[src/rtl/csr_bank_mc.sv]
// Multi-channel CSR bank: global control, double-buffered per-channel snapshot
// and alignment configuration, sticky per-channel done status with level irq.
module csr_bank_mc #(
  parameter int          NUM_CH     = 4,
  parameter int          ADDR_W     = 8,
  parameter int          DATA_W     = 32,
  parameter int          LOCK_N_DEF = 16,
  parameter logic [31:0] VERSION    = 32'h0002_0000
) (
  input  logic                     clk,
  input  logic                     rst,
  input  logic                     csr_wr_en,
  input  logic                     csr_rd_en,
  input  logic [ADDR_W-1:0]        csr_addr,
  input  logic [DATA_W-1:0]        csr_wdata,
  output logic [DATA_W-1:0]        csr_rdata,
  output logic                     csr_rvalid,
  input  logic [NUM_CH-1:0]        ch_busy,
  input  logic [NUM_CH-1:0]        snapshot_done,
  output logic [NUM_CH-1:0]        stream_enable,
  output logic [NUM_CH*DATA_W-1:0] snap_len,
  output logic [NUM_CH*8-1:0]      align_lock_n,
  output logic [NUM_CH-1:0]        align_deassert_on_err,
  output logic                     irq
);

  localparam int         BLK_W    = ADDR_W - 4;
  localparam logic [7:0] LOCK_DEF = 8'(LOCK_N_DEF);

  // Word offsets within the global block and within each channel block.
  localparam logic [1:0] W_CTRL     = 2'd0;
  localparam logic [1:0] W_STATUS   = 2'd1;
  localparam logic [1:0] W_IRQ_EN   = 2'd2;
  localparam logic [1:0] W_SNAP_LEN = 2'd0;
  localparam logic [1:0] W_ALIGN    = 2'd1;
  localparam logic [1:0] W_CH_EN    = 2'd2;

  typedef struct packed {
    logic       deassert_on_err;
    logic [7:0] lock_n;
  } align_cfg_t;

  localparam align_cfg_t CFG_RST = '{deassert_on_err: 1'b1, lock_n: LOCK_DEF};

  function automatic align_cfg_t commit_cfg(input align_cfg_t s);
    align_cfg_t r;
    r = s;
    if (s.lock_n == 8'd0) r.lock_n = LOCK_DEF;
    return r;
  endfunction

  // Global state
  logic              global_en;
  logic              commit_pending;
  logic [NUM_CH-1:0] status;
  logic [NUM_CH-1:0] irq_en;
  logic [NUM_CH-1:0] done_q;
  logic [NUM_CH-1:0] ch_en;

  // Per-channel shadow and active configuration
  logic [DATA_W-1:0] shd_len [NUM_CH];
  logic [DATA_W-1:0] act_len [NUM_CH];
  align_cfg_t        shd_cfg [NUM_CH];
  align_cfg_t        act_cfg [NUM_CH];

  // Address decode: block 0 is global, block 1+c is channel c.
  logic [BLK_W-1:0] blk;
  logic [BLK_W-1:0] ch_sel;
  logic [1:0]       word;
  logic             glb_hit;
  logic             ch_hit;
  logic             addr_lsb_unused;

  assign blk             = csr_addr[ADDR_W-1:4];
  assign word            = csr_addr[3:2];
  assign glb_hit         = (blk == '0);
  assign ch_sel          = blk - BLK_W'(1);
  assign ch_hit          = !glb_hit && (ch_sel < BLK_W'(NUM_CH));
  assign addr_lsb_unused = ^csr_addr[1:0];

  logic              wr_ctrl;
  logic              wr_status;
  logic              wr_irq_en;
  logic [NUM_CH-1:0] wr_len;
  logic [NUM_CH-1:0] wr_cfg;
  logic [NUM_CH-1:0] wr_ch_en;

  // NOTE: every always_comb output gets a default before any branch, so no
  // path leaves a value unassigned and no latch is inferred.
  always_comb begin
    wr_ctrl   = csr_wr_en && glb_hit && (word == W_CTRL);
    wr_status = csr_wr_en && glb_hit && (word == W_STATUS);
    wr_irq_en = csr_wr_en && glb_hit && (word == W_IRQ_EN);
    wr_len    = '0;
    wr_cfg    = '0;
    wr_ch_en  = '0;
    for (int c = 0; c < NUM_CH; c++) begin
      if (csr_wr_en && ch_hit && (ch_sel == BLK_W'(c))) begin
        wr_len[c]   = (word == W_SNAP_LEN);
        wr_cfg[c]   = (word == W_ALIGN);
        wr_ch_en[c] = (word == W_CH_EN);
      end
    end
  end

  logic              commit_fire;
  logic [NUM_CH-1:0] done_rise;
  logic [NUM_CH-1:0] status_clr;

  assign commit_fire = commit_pending && (ch_busy == '0);
  assign done_rise   = snapshot_done & ~done_q;
  assign status_clr  = wr_status ? csr_wdata[NUM_CH-1:0] : '0;

  // NOTE: all sequential state uses non-blocking assignment, so every flop
  // samples pre-edge values; a same-cycle read therefore sees the old data.
  always_ff @(posedge clk or posedge rst) begin
    if (rst) begin
      global_en      <= 1'b0;
      commit_pending <= 1'b0;
      irq_en         <= '0;
      status         <= '0;
      done_q         <= '0;
      ch_en          <= '0;
      irq            <= 1'b0;
    end else begin
      if (wr_ctrl) global_en <= csr_wdata[0];
      // A request arriving while one is pending, or in the commit cycle, adds nothing.
      if (commit_fire)                  commit_pending <= 1'b0;
      else if (wr_ctrl && csr_wdata[1]) commit_pending <= 1'b1;
      if (wr_irq_en) irq_en <= csr_wdata[NUM_CH-1:0];
      done_q <= snapshot_done;
      status <= (status & ~status_clr) | done_rise;
      for (int c = 0; c < NUM_CH; c++) begin
        if (wr_ch_en[c]) ch_en[c] <= csr_wdata[0];
      end
      irq <= |(status & irq_en);
    end
  end

  // NOTE: these arrays are small register files built from flops, so they are
  // reset like any other state; a RAM-backed array would not be.
  always_ff @(posedge clk or posedge rst) begin
    if (rst) begin
      for (int c = 0; c < NUM_CH; c++) begin
        shd_len[c] <= '0;
        act_len[c] <= '0;
        shd_cfg[c] <= CFG_RST;
        act_cfg[c] <= CFG_RST;
      end
    end else begin
      for (int c = 0; c < NUM_CH; c++) begin
        if (wr_len[c]) shd_len[c] <= csr_wdata;
        if (wr_cfg[c]) shd_cfg[c] <= align_cfg_t'(csr_wdata[8:0]);
        if (commit_fire) begin
          act_len[c] <= shd_len[c];
          act_cfg[c] <= commit_cfg(shd_cfg[c]);
        end
      end
    end
  end

  logic [DATA_W-1:0] rd_mux;

  always_comb begin
    rd_mux = '0;
    if (glb_hit) begin
      case (word)
        W_CTRL:   rd_mux[1:0]        = {commit_pending, global_en};
        W_STATUS: rd_mux[NUM_CH-1:0] = status;
        W_IRQ_EN: rd_mux[NUM_CH-1:0] = irq_en;
        default:  rd_mux             = DATA_W'(VERSION);
      endcase
    end else if (ch_hit) begin
      for (int c = 0; c < NUM_CH; c++) begin
        if (ch_sel == BLK_W'(c)) begin
          case (word)
            W_SNAP_LEN: rd_mux = shd_len[c];
            W_ALIGN:    rd_mux = DATA_W'(shd_cfg[c]);
            W_CH_EN:    rd_mux = DATA_W'(ch_en[c]);
            default:    rd_mux = '0;
          endcase
        end
      end
    end
  end

  always_ff @(posedge clk or posedge rst) begin
    if (rst) begin
      csr_rdata  <= '0;
      csr_rvalid <= 1'b0;
    end else begin
      csr_rvalid <= csr_rd_en;
      if (csr_rd_en) csr_rdata <= rd_mux;
    end
  end

  assign stream_enable = {NUM_CH{global_en}} & ch_en;

  for (genvar c = 0; c < NUM_CH; c++) begin : g_out
    assign snap_len[c*DATA_W +: DATA_W]  = act_len[c];
    assign align_lock_n[c*8 +: 8]        = act_cfg[c].lock_n;
    assign align_deassert_on_err[c]      = act_cfg[c].deassert_on_err;
  end

endmodule

[config.mk]
export PLATFORM = sky130hd
export DESIGN_NAME = csr_bank_mc
export DESIGN_NICKNAME = d
export VERILOG_FILES = /design/src/rtl/csr_bank_mc.sv
export SDC_FILE = /design/constraint.sdc
export NUM_CORES = 1
export LEC_CHECK = 0
export CORE_ASPECT_RATIO = 0.7
export CORE_MARGIN = 2
export CORE_UTILIZATION = 37
export DETAILED_ROUTE_END_ITERATION = 7
export PLACE_DENSITY = 0.64
export SETUP_SLACK_MARGIN = 0.4
export SYNTH_ARGS = -nofsm -noshare
export SYNTH_HDL_FRONTEND = slang
export SYNTH_SLANG_ARGS = --single-unit
[constraint.sdc]
create_clock -name clk -period 13.6 [get_ports clk]
set_clock_uncertainty 0.1 [all_clocks]
set_input_delay 1.36 -clock clk [delete_from_list [all_inputs] [get_ports clk]]
set_output_delay 1.36 -clock clk [all_outputs]
set_load 0.05 [all_outputs]
# After elaboration in Yosys (flattened, before gate mapping)

Cells that the tools add are included.

Logic and storage cells: 106
Output and inout port bits: 202
Bits in registers: 380
Bits of input ports: 52

$add $sub $neg: 1
Bitwise gates (word level): 7
Equality and inequality tests: 5
Magnitude comparators: 1
Multiplexer cells: 32
Reductions and logical operators: 24

Operator list:

| cell                                                       | number |
|---|---|
| case mux 32 bit (3 select lines)                           | 4 |
| 2-to-1 mux 32 bit                                          | 6 |
| zero test 8 bit                                            | 4 |
| 2-to-1 mux 8 bit                                           | 4 |
| bitwise AND 4 bit                                          | 4 |
| 2-to-1 mux 1 bit                                           | 14 |
| 2-to-1 mux 14 bit                                          | 1 |
| logical AND 1 bit                                          | 12 |
| zero test 4 bit                                            | 3 |
| == test 4 x 2 -> 1 bit, second input constant              | 2 |
| inverter 4 bit                                             | 2 |
| case mux 2 bit (3 select lines)                            | 1 |
| == test 4 x 1 -> 1 bit, second input constant              | 1 |
| less-than comparator 4 x 3 -> 1 bit, second input constant | 1 |
| 2-to-1 mux 4 bit                                           | 1 |
| OR 4 bit                                                   | 1 |
| case mux 2 bit (2 select lines)                            | 1 |
| OR reduction 4 bit                                         | 1 |
| subtractor 4 x 1 -> 4 bit, second input constant           | 1 |
| OR reduction 3 bit                                         | 1 |
| == test 2 x 1 -> 1 bit, second input constant              | 1 |
| == test 2 bit, second input constant                       | 1 |
| zero test 2 bit                                            | 1 |
| nonzero test 2 bit                                         | 1 |
| zero test 1 bit                                            | 1 |

# Logic depth before layout (Yosys ltp)

Depth in word-level cells: 8
Depth in mapped cells: 9
Depth with buffers taken out: 6

# Worst setup path after synthesis

Ideal clock, no wire load.

Path type: in2reg
Start: input csr_addr[4]
End: register shd_len[0] (netlist bit)
Data required time: 13.375 ns
Cell stages on the path: 7
Arrival time: 2.822 ns
Library setup time: 0.125 ns
Path buffers: 3
Setup slack: 10.553 ns
Path through: buf_2 > or2_1 > clkbuf_1 > nor3b_4 > nand3_4 > buf_6 > mux2_4

Word-level cells in the longest chain between the ends: 6
Elaborated cells between the ends (all ways): 9
Those cells by class: add/sub (1); order compare (1); eq/ne (1); mux (1); reduce/logical (5)

Ends and longest elaborated chain:

| item                                                                          | line   | source |
|---|---|---|
| start: declaration                                                            | 14     | `input logic [ADDR_W-1:0] csr_addr,` |
| subtractor 4 x 1 -> 4 bit / zero test 4 bit (equally long branches)           | 77, 76 |  |
| less-than comparator 4 x 3 -> 1 bit / zero test 1 bit (equally long branches) | 78     | `assign ch_hit = !glb_hit && (ch_sel < BLK_W'(NUM_CH));` |
| logical AND 1 bit                                                             | 78     |  |
| logical AND 1 bit                                                             | 98     | `if (csr_wr_en && ch_hit && (ch_sel == BLK_W'(c))) begin` |
| logical AND 1 bit (*)                                                         | 98     |  |
| 2-to-1 mux 1 bit (*)                                                          | 98     |  |
| end signal: indexed assignment                                                | 152    | `if (wr_len[c]) shd_len[c] <= csr_wdata;` |
| end: declaration                                                              | 61     | `logic [DATA_W-1:0] shd_len [NUM_CH];` |

Mark *: on every way between the ends. The rest lies on a longest branch, timed or not.
A chain may end at the register's enable or synchronous reset.

# Worst setup path in the final report

Start: input csr_addr[2]
End: register shd_len[16] (netlist bit)

Word-level cells in the longest chain between the ends: 2

Ends and longest elaborated chain:

| item             | line | source |
|---|---|---|
| zero test 2 bit  | 99   | `wr_len[c] = (word == W_SNAP_LEN);` |
| 2-to-1 mux 1 bit | 98   |  |

Every way passes these cells.

==> run metrics <==
status=completed; FF-to-FF path depth=3; non-filler cells, final=1958; Avg Cell Area, Syn=13.8 sq um; total grt overflow=0; number of clock sinks=between 300 and 400; die span in x=251 um; Multi-input gate area=slightly below 6000 sq um; Final Max Tran Viols=0; dpl cells=~1900; CTS root buffer=clkbuf_16; pre-CTS setup slack=a little under 9 ns; final count of hold timing violations=0; EDFF count, synth=0; min Tclk post-route=between 4 and 5 ns; internal power=2.09 mW; Slew @ Worst Pin=approximately 1.1 ns; M2 GR Usage=0.308; Hold Buf Count CTS=0; via/cell ratio=roughly 5.4; clock tree from TritonCTS=done; cells resized by post-CTS repair=0; Reg area=between 9000 and 10000 sq um; # H-tree levels=2; Detail Route Antenna Nets=0; critical path arrival=between 4 and 5 ns; Max Clock Freq=242 MHz; max-slew headroom at the worst pin=0.250; CTS buffer count=39; post-synthesis cell type count=54; syn nets=~1200; Core Region=around 42000 sq um; period utilization=0.303; unrepaired setup endpoints after global routing=false; top cells by area, synth=dfrtp_1, mux2_2, mux2_4; DRC Markers=0; crit path kind=in -> reg; final setup margin=about 9.5 ns; Clock Path Buffers=3; Via Count=between 10000 and 15000; GR Util met3=0.0490; worst setup path startpoint=csr_addr[2]; reg2reg start=commit_pending; gpl congestion=0.785; Yosys top cell area share=0.575; PortBufs=~250; combinational share of power=0.146; Setup TNS=0 ns; Critical Path Sink Type=register; sequential share of power=0.461; 1st-iter DRT viols=around 710; ys flop type=dfrtp_1; Net Switching=between 0.7 and 0.8 mW; Most Crowded Layer GR=met2; first-pass GRT wire length=~70000 um; largest net degree at the start of global routing=178; Cell Rows=63; postcts setup bufs=0; latest clock arrival within the worst-skew pair=0.53 ns; Cells after Synth=between 1000 and 1500; HPWL Detailed=between 20000 and 30000 um; asr flop ratio synth=1.00; Min-Delay Path Class=reg -> reg; layout cells sized above 1=0.307; Fillers=3732; Yosys reg bits=380; sequential area share after synthesis=0.602; Max FO, Critical Path=40; Yosys top cell by area=dfrtp_1; Clock power frac=0.393; clock transition at the registers of the reported paths=0.06 ns; peak supply drop=0.0856 mV; WL final=around 45000 um; I/O Pins=between 200 and 300; critical path launch point type=primary input; Post-Syn Area=15800 sq um; grt met1 use=0.301; number of global-route vias before repair=~11000; Area growth, synth to finish=27.5%; CP Data Required Time=13.91 ns; max cap viols=0; # setup viols final=0; hold path start=csr_rdata[24]; Pre-antenna DRT Iters=6; Initial Util=0.375; total die area=44500 sq um; synth warn=0; global-route usage over all layers=0.206; switching share of power=0.269; hold depth=2; power per cell area=between 100 and 150 nW/um^2; initial antenna violation count=4; LEAKAGE=9.45 nW; Avg WL per Cell=23.2 um; DIE HEIGHT=approximately 180 um; Total Nets Final=between 1000 and 1500
registers in the layout, summed over array words and instances (netlist names):
register	count
shd_len	128
snap_len	128
shd_cfg	36
align_lock_n	32
csr_rdata	32
align_deassert_on_err	4
ch_en	4
done_q	4
irq_en	4
status	4
commit_pending	1
csr_rvalid	1
global_en	1
irq	1
critical path: stages:
cell and delay [ns]:
clkdlybuf4s50_1 0.46, inv_1 0.14, ha_4 0.43, buf_4 0.59, nand3_4 0.84, mux2_4 0.57
power groups by stage:
stage,combinational (mW),sequential (mW),clock [mW]
3_5_place_dp,0.419,1.34,0
2_1_floorplan,0.166,1.43,0
4_1_cts,0.421,1.32,1.16
5_1_grt,0.444,1.33,1.20
3_3_place_gp,0.413,1.34,0
6_report,0.417,1.32,1.13
cells in the mapped netlist, types with 3 or more instances:
cell type,n
dfrtp_1,364
mux2_4,30
buf_2,21
a221oi_1,14
a222oi_1,4
a221o_1,3
o21ai_0,32
o22ai_1,4
a31oi_1,3
nand2_1,94
a22oi_1,20
mux2_2,291
dfstp_2,16
o221a_2,4
and2_1,4
mux2_1,12
nand3_1,7
buf_6,3
nor3_1,5
o41ai_1,26
a22o_1,7
inv_1,7
nor2_1,34
ha_1,4
a21oi_1,51
clkbuf_1,47
or4b_2,3
buf_1,6
nor4_1,4
placed cells by master, fill, tap and decap left out, types with 7 or more instances in the layout:
| master | n |
|---|---|
| dfrtp_1 | 364 |
| mux2_2 | 291 |
| clkdlybuf4s50_1 | 249 |
| nand2_1 | 91 |
| a21oi_1 | 51 |
| clkbuf_16 | 41 |
| nor2_1 | 34 |
| o21ai_0 | 32 |
| mux2_4 | 30 |
| o41ai_1 | 26 |
| a22oi_1 | 20 |
| dfstp_2 | 16 |
| a221oi_1 | 14 |
| buf_4 | 14 |
| mux2_1 | 12 |
| clkbuf_1 | 10 |
| a22o_1 | 7 |
| clkbuf_8 | 7 |
cells by family after synthesis:
kind of cell / synth area share
AOI/OAI and AO/OA: 0.0776
xor gates and xnor gates: 0.000553
adders and majority gates: 0.00316
buffers and inverters: 0.0237
DFF: 0.602
muxes: 0.244
and+or+nand+nor: 0.0491
final timing paths:
path	slack, ns	endpoint
setup / recovery	9.47	shd_len[16]
hold reg to reg	0.38	csr_rdata[24]
min in group asynchronous	1.33	shd_len[40]
setup reg to reg	11.02	snap_len[121]
hold / removal	0.38	csr_rdata[24]
max in group asynchronous	10.48	snap_len[58]
area by class of cell:
cell class              instances  share of cell area
clock inverters                 9             0.00874
inverters                       8             0.00186
clock buffers                  58              0.0575
flip-flops and latches        380               0.472
well taps                     552              0.0342
diodes                          1            0.000124
multi-input cells             684               0.295
repair buffers                266               0.130
layer usage:
layer,share of wire,wire (um),vias up
li1,-,-,4654
met1,0.48,21600,5600
met2,0.44,20100,260
met3,0.061,2770,65
met4,0.019,872,2
met5,0.00024,11,-
stage by stage:
step | instance area, sq um | util | hold WS [ns] | power [mW]
detailed placement | 18800 | 0.446 | 0.366 | 1.76
global route | 20200 | 0.478 | 0.398 | 2.98
CTS | 20200 | 0.478 | 0.381 | 2.90
global placement | 18800 | 0.446 | 0.360 | 1.75
floorplan | 15800 | - | 0.375 | 1.59
finish | 20200 | 0.478 | 0.376 | 2.86
No activity file was read; power rests on OpenSTA's default activity.
